### src/rtl/sshooter_ssg_mix.sv
// SSG three-channel mixer: snapshots the channel levels and gains once per sample period,
// forms a signed gain-weighted sum over three MAC cycles, and registers a saturated 16-bit sample.
module sshooter_ssg_mix #(
    parameter int DIV   = 256,
    parameter int SHIFT = 2
) (
    input  logic               clk,
    input  logic               reset,
    input  logic [7:0]         ch_a,
    input  logic [7:0]         ch_b,
    input  logic [7:0]         ch_c,
    input  logic [7:0]         gain_a,
    input  logic [7:0]         gain_b,
    input  logic [7:0]         gain_c,
    input  logic               mute,
    output logic signed [15:0] out,
    output logic               sample
);

    localparam logic [9:0] DIV_M1 = 10'(DIV - 1);

    typedef enum logic [2:0] {
        S_IDLE  = 3'd0,
        S_MAC_A = 3'd1,
        S_MAC_B = 3'd2,
        S_MAC_C = 3'd3,
        S_OUT   = 3'd4
    } state_t;

    state_t             r_state;
    logic [9:0]         r_div;
    logic [7:0]         r_ch_a, r_ch_b, r_ch_c;
    logic [7:0]         r_gain_a, r_gain_b, r_gain_c;
    logic               r_mute;
    logic signed [18:0] r_acc;
    logic signed [15:0] r_out;
    logic               r_sample;

    logic               w_tick;
    logic [7:0]         w_sel_ch;
    logic [7:0]         w_sel_gain;
    logic signed [8:0]  w_diff;
    logic signed [8:0]  w_gain9;
    logic signed [16:0] w_prod;
    logic signed [18:0] w_prod_ext;
    logic signed [22:0] w_shift;
    logic signed [15:0] w_sat;

    assign w_tick = (r_div == 10'd0);

    // Sample-period divider: free-running down-counter reloading at zero.
    always_ff @(posedge clk or posedge reset) begin
        if (reset) begin
            r_div <= DIV_M1;
        end else if (w_tick) begin
            r_div <= DIV_M1;
        end else begin
            r_div <= r_div - 10'd1;
        end
    end

    // Operand select: one shared multiplier serves the three MAC states.
    always_comb begin
        w_sel_ch   = r_ch_c;
        w_sel_gain = r_gain_c;
        case (r_state)
            S_MAC_A: begin
                w_sel_ch   = r_ch_a;
                w_sel_gain = r_gain_a;
            end
            S_MAC_B: begin
                w_sel_ch   = r_ch_b;
                w_sel_gain = r_gain_b;
            end
            default: begin
                w_sel_ch   = r_ch_c;
                w_sel_gain = r_gain_c;
            end
        endcase
    end

    // Level is offset-binary around 128; both operands are 9-bit signed so the product fits 17 bits.
    assign w_diff     = $signed({1'b0, w_sel_ch}) - 9'sd128;
    assign w_gain9    = $signed({1'b0, w_sel_gain});
    assign w_prod     = w_diff * w_gain9;
    assign w_prod_ext = {{2{w_prod[16]}}, w_prod};
    assign w_shift    = {{4{r_acc[18]}}, r_acc} <<< SHIFT;

    // Saturate the scaled sum to the signed 16-bit output range.
    always_comb begin
        if (w_shift > 23'sd32767) begin
            w_sat = 16'sh7FFF;
        end else if (w_shift < -23'sd32768) begin
            w_sat = 16'sh8000;
        end else begin
            w_sat = w_shift[15:0];
        end
    end

    // Sequencer: snapshot on tick, three MAC cycles, then register the sample and pulse.
    always_ff @(posedge clk or posedge reset) begin
        if (reset) begin
            r_state  <= S_IDLE;
            r_ch_a   <= 8'd0;
            r_ch_b   <= 8'd0;
            r_ch_c   <= 8'd0;
            r_gain_a <= 8'd0;
            r_gain_b <= 8'd0;
            r_gain_c <= 8'd0;
            r_mute   <= 1'b0;
            r_acc    <= 19'sd0;
            r_out    <= 16'sd0;
            r_sample <= 1'b0;
        end else begin
            r_sample <= 1'b0;
            case (r_state)
                S_IDLE: begin
                    if (w_tick) begin
                        r_ch_a   <= ch_a;
                        r_ch_b   <= ch_b;
                        r_ch_c   <= ch_c;
                        r_gain_a <= gain_a;
                        r_gain_b <= gain_b;
                        r_gain_c <= gain_c;
                        r_mute   <= mute;
                        r_acc    <= 19'sd0;
                        r_state  <= S_MAC_A;
                    end else begin
                        r_state  <= S_IDLE;
                    end
                end
                S_MAC_A: begin
                    r_acc   <= r_acc + w_prod_ext;
                    r_state <= S_MAC_B;
                end
                S_MAC_B: begin
                    r_acc   <= r_acc + w_prod_ext;
                    r_state <= S_MAC_C;
                end
                S_MAC_C: begin
                    r_acc   <= r_acc + w_prod_ext;
                    r_state <= S_OUT;
                end
                S_OUT: begin
                    r_out    <= r_mute ? 16'sd0 : w_sat;
                    r_sample <= 1'b1;
                    r_state  <= S_IDLE;
                end
                default: begin
                    r_state <= S_IDLE;
                end
            endcase
        end
    end

    assign out    = r_out;
    assign sample = r_sample;

endmodule

### config.mk
export PLATFORM = sky130hd
export DESIGN_NAME = sshooter_ssg_mix
export DESIGN_NICKNAME = d
export VERILOG_FILES = /design/src/rtl/sshooter_ssg_mix.sv
export SDC_FILE = /design/constraint.sdc
export NUM_CORES = 1
export LEC_CHECK = 0
export ABC_CLOCK_PERIOD_IN_PS = 10810
export BUFFER_PORTS_ARGS = -buffer_cell sky130_fd_sc_hd__buf_4
export CAP_MARGIN = 20
export CORE_ASPECT_RATIO = 0.5
export CORE_MARGIN = 1.5
export CORE_UTILIZATION = 65
export CTS_BUF_LIST = sky130_fd_sc_hd__clkbuf_4
export CTS_CLUSTER_SIZE = 14
export DETAILED_ROUTE_END_ITERATION = 12
export GPL_TIMING_DRIVEN = 0
export PLACE_DENSITY = 0.95
export SYNTH_ARGS = -nofsm -noshare
export SYNTH_HDL_FRONTEND = slang
export SYNTH_SLANG_ARGS = --single-unit
### constraint.sdc
create_clock -name clk -period 10.81 [get_ports clk]
set_clock_uncertainty 0.1 [all_clocks]
set_input_delay 1.081 -clock clk [delete_from_list [all_inputs] [get_ports clk]]
set_output_delay 1.081 -clock clk [all_outputs]
set_load 0.02 [all_outputs]
# Yosys cells after proc, flatten, opt, wreduce, memory -nomap -nowiden
# Index checks and enable logic that the tools add are counted.
# word_totals
latch_bits	0
output_inout_bits	17
elab_cells	40
ff_bits	98
romBits	0
n_memories	0
input_bits	51
ram_bits	0
# classes
bitwise	0
magnitude_cmp	2
reduce_logical	6
n_mux	11
div_mod_pow	0
add_sub_neg	3
n_shift	0
multipliers	1
eq_ne	5
# ops
cell	n
16-bit 2-to-1 mux	3
19-bit case mux with 2 select lines	1
8-bit case mux with 2 select lines	2
21-bit by 16-bit greater-than comparator with 1-bit output (second input constant)	1
21-bit by 16-bit less-than comparator with 1-bit output (second input constant)	1
19-bit by 17-bit adder with 19-bit output	1
19-bit 2-to-1 mux	1
9-bit by 9-bit multiplier with 17-bit output	1
3-bit case mux with 4 select lines	1
10-bit logical NOT	1
10-bit 2-to-1 mux	1
10-bit by 1-bit subtractor with 10-bit output (second input constant)	1
8-bit by 8-bit subtractor with 9-bit output (second input constant)	1
3-bit by 2-bit equality test with 1-bit output (second input constant)	2
2-bit AND reduction	2
3-bit by 1-bit equality test with 1-bit output (second input constant)	1
3-bit equality test (second input constant)	1
3-bit logical NOT	1
3-bit OR reduction	1
1-bit 2-to-1 mux	2
2-bit inequality test (second input constant)	1
2-bit nonzero test	1

# Logic depth before layout (Yosys ltp)
# depth
depth_word	6
ltp_mapped	32
depth_no_buf	30

# Worst setup path after synthesis
# Ideal clock, no wire load.
# synth_timing
path_kind	register to register
from	register r_state[2]
to	register r_acc[18]
synth_period_minus_slack_ps	6705
arrival_time_ps	6526
slack_ps	4105
required_ps	10631
stages_incl_launch_ff	29
path_buffers	2
path_cell_list	dfrtp_1 > nor3b_1 > clkbuf_1 > clkbuf_1 > a22o_1 > a21oi_1 > inv_1 > nand2_1 > fa_1 > inv_1 > fa_1 > ha_1 > inv_1 > fa_1 > inv_1 > ha_1 > a21o_1 > a21o_1 > a21oi_1 > o21ai_0 > a41o_1 > o41ai_1 > xnor2_1 > ha_1 > o41ai_1 > a31oi_1 > and2_1 > mux2i_1 > mux2i_1
# synth_via
elab_chain_len	6
elab_cells_between_ends	14
# synth_rtl
item	line_no	text
start, declared	30	state_t r_state;
start signal, assigned	103	r_state <= S_IDLE;
start signal, assigned	127	r_state <= S_MAC_A;
start signal, assigned	129	r_state <= S_IDLE;
3-bit by 2-bit equality test with 1-bit output or 3-bit by 1-bit equality test with 1-bit output (tied branches)	66, 116	
8-bit case mux with 2 select lines	66	case (r_state)
8-bit by 8-bit subtractor with 9-bit output	83	assign w_diff = $signed({1'b0, w_sel_ch}) - 9'sd128;
9-bit by 9-bit multiplier with 17-bit output	85	assign w_prod = w_diff * w_gain9;
19-bit by 17-bit adder with 19-bit output	133, 137, 141	
19-bit case mux with 2 select lines	116	case (r_state)
end signal, assigned	133	r_acc <= r_acc + w_prod_ext;
end signal, assigned	137	r_acc <= r_acc + w_prod_ext;
end signal, assigned	141	r_acc <= r_acc + w_prod_ext;
end, declared	35	logic signed [18:0] r_acc;
# Parallel ways exist; a longest one is shown, timed or not.
# A chain may end at the register's enable or synchronous reset.

# Worst setup path after layout
# Same ends and word-level chain as after synthesis.

==> impl_metrics.yaml <==
yosys:
  postSynthCellCount: 759
  synth-main-ff-cell: "dfrtp_1"
  netlist_area_sq_um: 7676
  ys_seq_area_share_pct: 31.75
  synthTopCellsByCount: "inv_1, dfrtp_1, nor2_1"
  synth-seq-cells: 97
  yosys-top-cells-area: "dfrtp_1, fa_1, mux2_4, ha_1, inv_1"
  syn_avg_cell_area_sq_um: 10.11
  synth-edff-count: 0
  synth.most_common_cell: "inv_1"
  synth-async-reset-ratio_pct: 100.0
  netlist.area_leader.share_pct: 29.01
  netlist.top_cell.by_area: "dfrtp_1"
  yosys_warnings: 0
  synth_cell_types: 55
  synth_nets: 920
routing:
  routedWlPerCell_um: 17.94
  vias: 5818
  drcViolationCount: 0
  dr.pass1.iters: 5
  drtIter0Drc: 404
  drt_wl_total_um: 17980
  routed_via_density: 5.806
  ant_nets: 0
place:
  place_congestion: 0.9516
  place_hpwl_um: 14410
  dp_cells: 986
  port-buffer-count: 67
  placed_area_sq_um: 8408
clocking:
  path_clk_slew_ns: 0.18
  clk_path_buf_depth: 2
  postCtsSetupBuffers: 0
  cts.sinks: 97
  htreeDepth: 3
  clock_latency_ns: 0.49
  cts_resized: 0
  cts_tree: "built"
  cts-buffers-inserted: 9
  cts_root_buffer: "clkbuf_4"
  cts_hold_buf: 0
power:
  ir_worst_vdd_mv: 0.2501
  cellLeakagePower_nw: 4.460
  powerDensity_nw_per_um2: 291.2
global_route:
  grt_use_total_pct: 31.04
  grt_pass1_vias: 6080
  grt_overflow: 0
  grt_pass1_wl_um: 29570
  grt_antenna_before_repair: 0
  grt_max_degree: 52
worst_setup_path:
  startpoint_type: "flop"
  cpMostUsedCell: "inv_1"
  cp_max_fo: 10
  critPathMaxStageDelay_ns: 0.60
  path_class: "flop to flop"
  cpMaxStageDelayCell: "fa_1"
  arrival_ns: 8.57
  required_ns: 11.11
  critPathCaptureType: "flop"
sta:
  max_freq_mhz: 121.0
  timing.final.crit_share_pct: 76.46
  setup_viol: 0
  hold_violations: 0
  relSlewSlack_pct: 37.75
  hold_ws_ns: 0.3958
  worstMarginPinSlew_ns: 0.9337
  maxSlewViolCount: 0
  fin_tns_setup_ns: 0
  rsz0062_at_grt: "no"
  period_minus_slack_ns: 8.265
layout:
  final_cell_area_sq_um: 8558
  syn_to_final_growth_pct: 11.49
  instances_no_fill: 1002
  drive_gt1_share_pct: 19.69
  n_antenna_cell: 0
  fin_nets: 999
floorplanning:
  dieArea_sq_um: 12510
  initial_utilization_pct: 68.23
  io_pins: 68
  die_h_um: 79.84
  rows: 27
  die_x_um: 156.7
  core_sq_um: 11250
flow_run:
  cap_violations: 0
min_path:
  hp-class: "flop to flop"
run_status:
  status: "complete, no violations"
## worst max-delay path: cells and delay by family, from the launching register on
family,cells,cell delay [ns]
AO/OA/AOI/OAI,10,2.43
AND/OR/NAND/NOR,3,0.79
flip-flops,1,0.50
XOR/XNOR,1,0.15
buffers and inverters,6,1.29
adder cells (fa/ha/maj),6,2.51
multiplexers,2,0.43
## path summary, 6_finish.rpt
path	startpoint	to	slack (ns)	depth (start not counted)
min in group asynchronous	reset	r_div[9]	0.56	2
max in group asynchronous	reset	r_ch_a[5]	9.41	3
hold reg to reg	r_div[0]	r_div[0]	0.40	1
hold / removal	r_div[0]	r_div[0]	0.40	1
setup reg to reg	r_state[2]	r_acc[18]	2.54	28
setup / recovery	r_state[2]	r_acc[18]	2.54	28
## power breakdown
group / internal (mW) / switching (mW)
combinational: 0.787 / 1.00
clock: 0.0745 / 0.140
sequential: 0.426 / 0.0614
## placed cells by master, fill, tap and decap left out, types with 9 or more instances in the layout
master    synthesis  layout
clkbuf_1         12      12
a21oi_1          29      29
nand2_1          53      53
nand3_1          26      26
fa_1             55      55
o21ai_0          42      42
dfrtp_1          89      89
xor2_1           12      12
xnor2_1          22      22
mux2_4           49      49
clkbuf_4          0       9
a22o_1           12      12
a21o_1            9       9
inv_1           112     111
ha_1             55      55
nand2b_1         11      11
buf_4             1      68
nor2_1           77      77
## layout make-up
type | count | area [sq um]
Inverter | 112 | 422.9
Multi-Input combinational cell | 528 | 4634
Timing Repair Buffer | 68 | 530.5
Tap cell | 159 | 198.9
Sequential cell | 97 | 2437
Clock inverter | 7 | 82.58
Clock buffer | 9 | 67.56
Fill cell | 714 | 2691
Buffer | 22 | 183.9
## state kept, by name, summed over array words and instances, names as in the netlist
name / cells
out: 15
r_ch_c: 8
r_ch_a: 8
r_gain_b: 8
r_state: 3
r_acc: 19
r_gain_a: 8
r_gain_c: 8
r_div: 10
sample: 1
r_mute: 1
r_ch_b: 8
## per-layer routing
layer / GRT usage, % / routed length, um / up-vias
li1: - / - / 2675
met2: 53.07 / 8530 / 286
met5: 0 / 0 / -
met4: 12.19 / 478 / 0
met3: 6.949 / 1323 / 60
met1: 38.83 / 7648 / 2797
## metrics by stage
stage                     setup slack [ns]  util, %  power (mW)
after floorplan                      4.105        -       1.872
after global placement               3.246    74.47       2.140
after detailed placement             2.854    74.74       2.245
after CTS                            2.757    76.08       2.473
after global routing                 2.273    76.08       2.722
final                                2.545    76.08       2.492
## cell families (layout without fill, tap and decap cells)
logic type | count (synthesis) | in the layout | share of synthesized area, %
XOR/XNOR | 34 | 34 | 3.879
AO/OA/AOI/OAI | 124 | 124 | 10.48
buffers and inverters | 134 | 218 | 7.873
flip-flops | 97 | 97 | 31.75
adder cells (fa/ha/maj) | 110 | 110 | 23.31
AND/OR/NAND/NOR | 206 | 206 | 12.45
multiplexers | 54 | 54 | 10.25
Note: power is estimated with default switching activity, not from simulation.
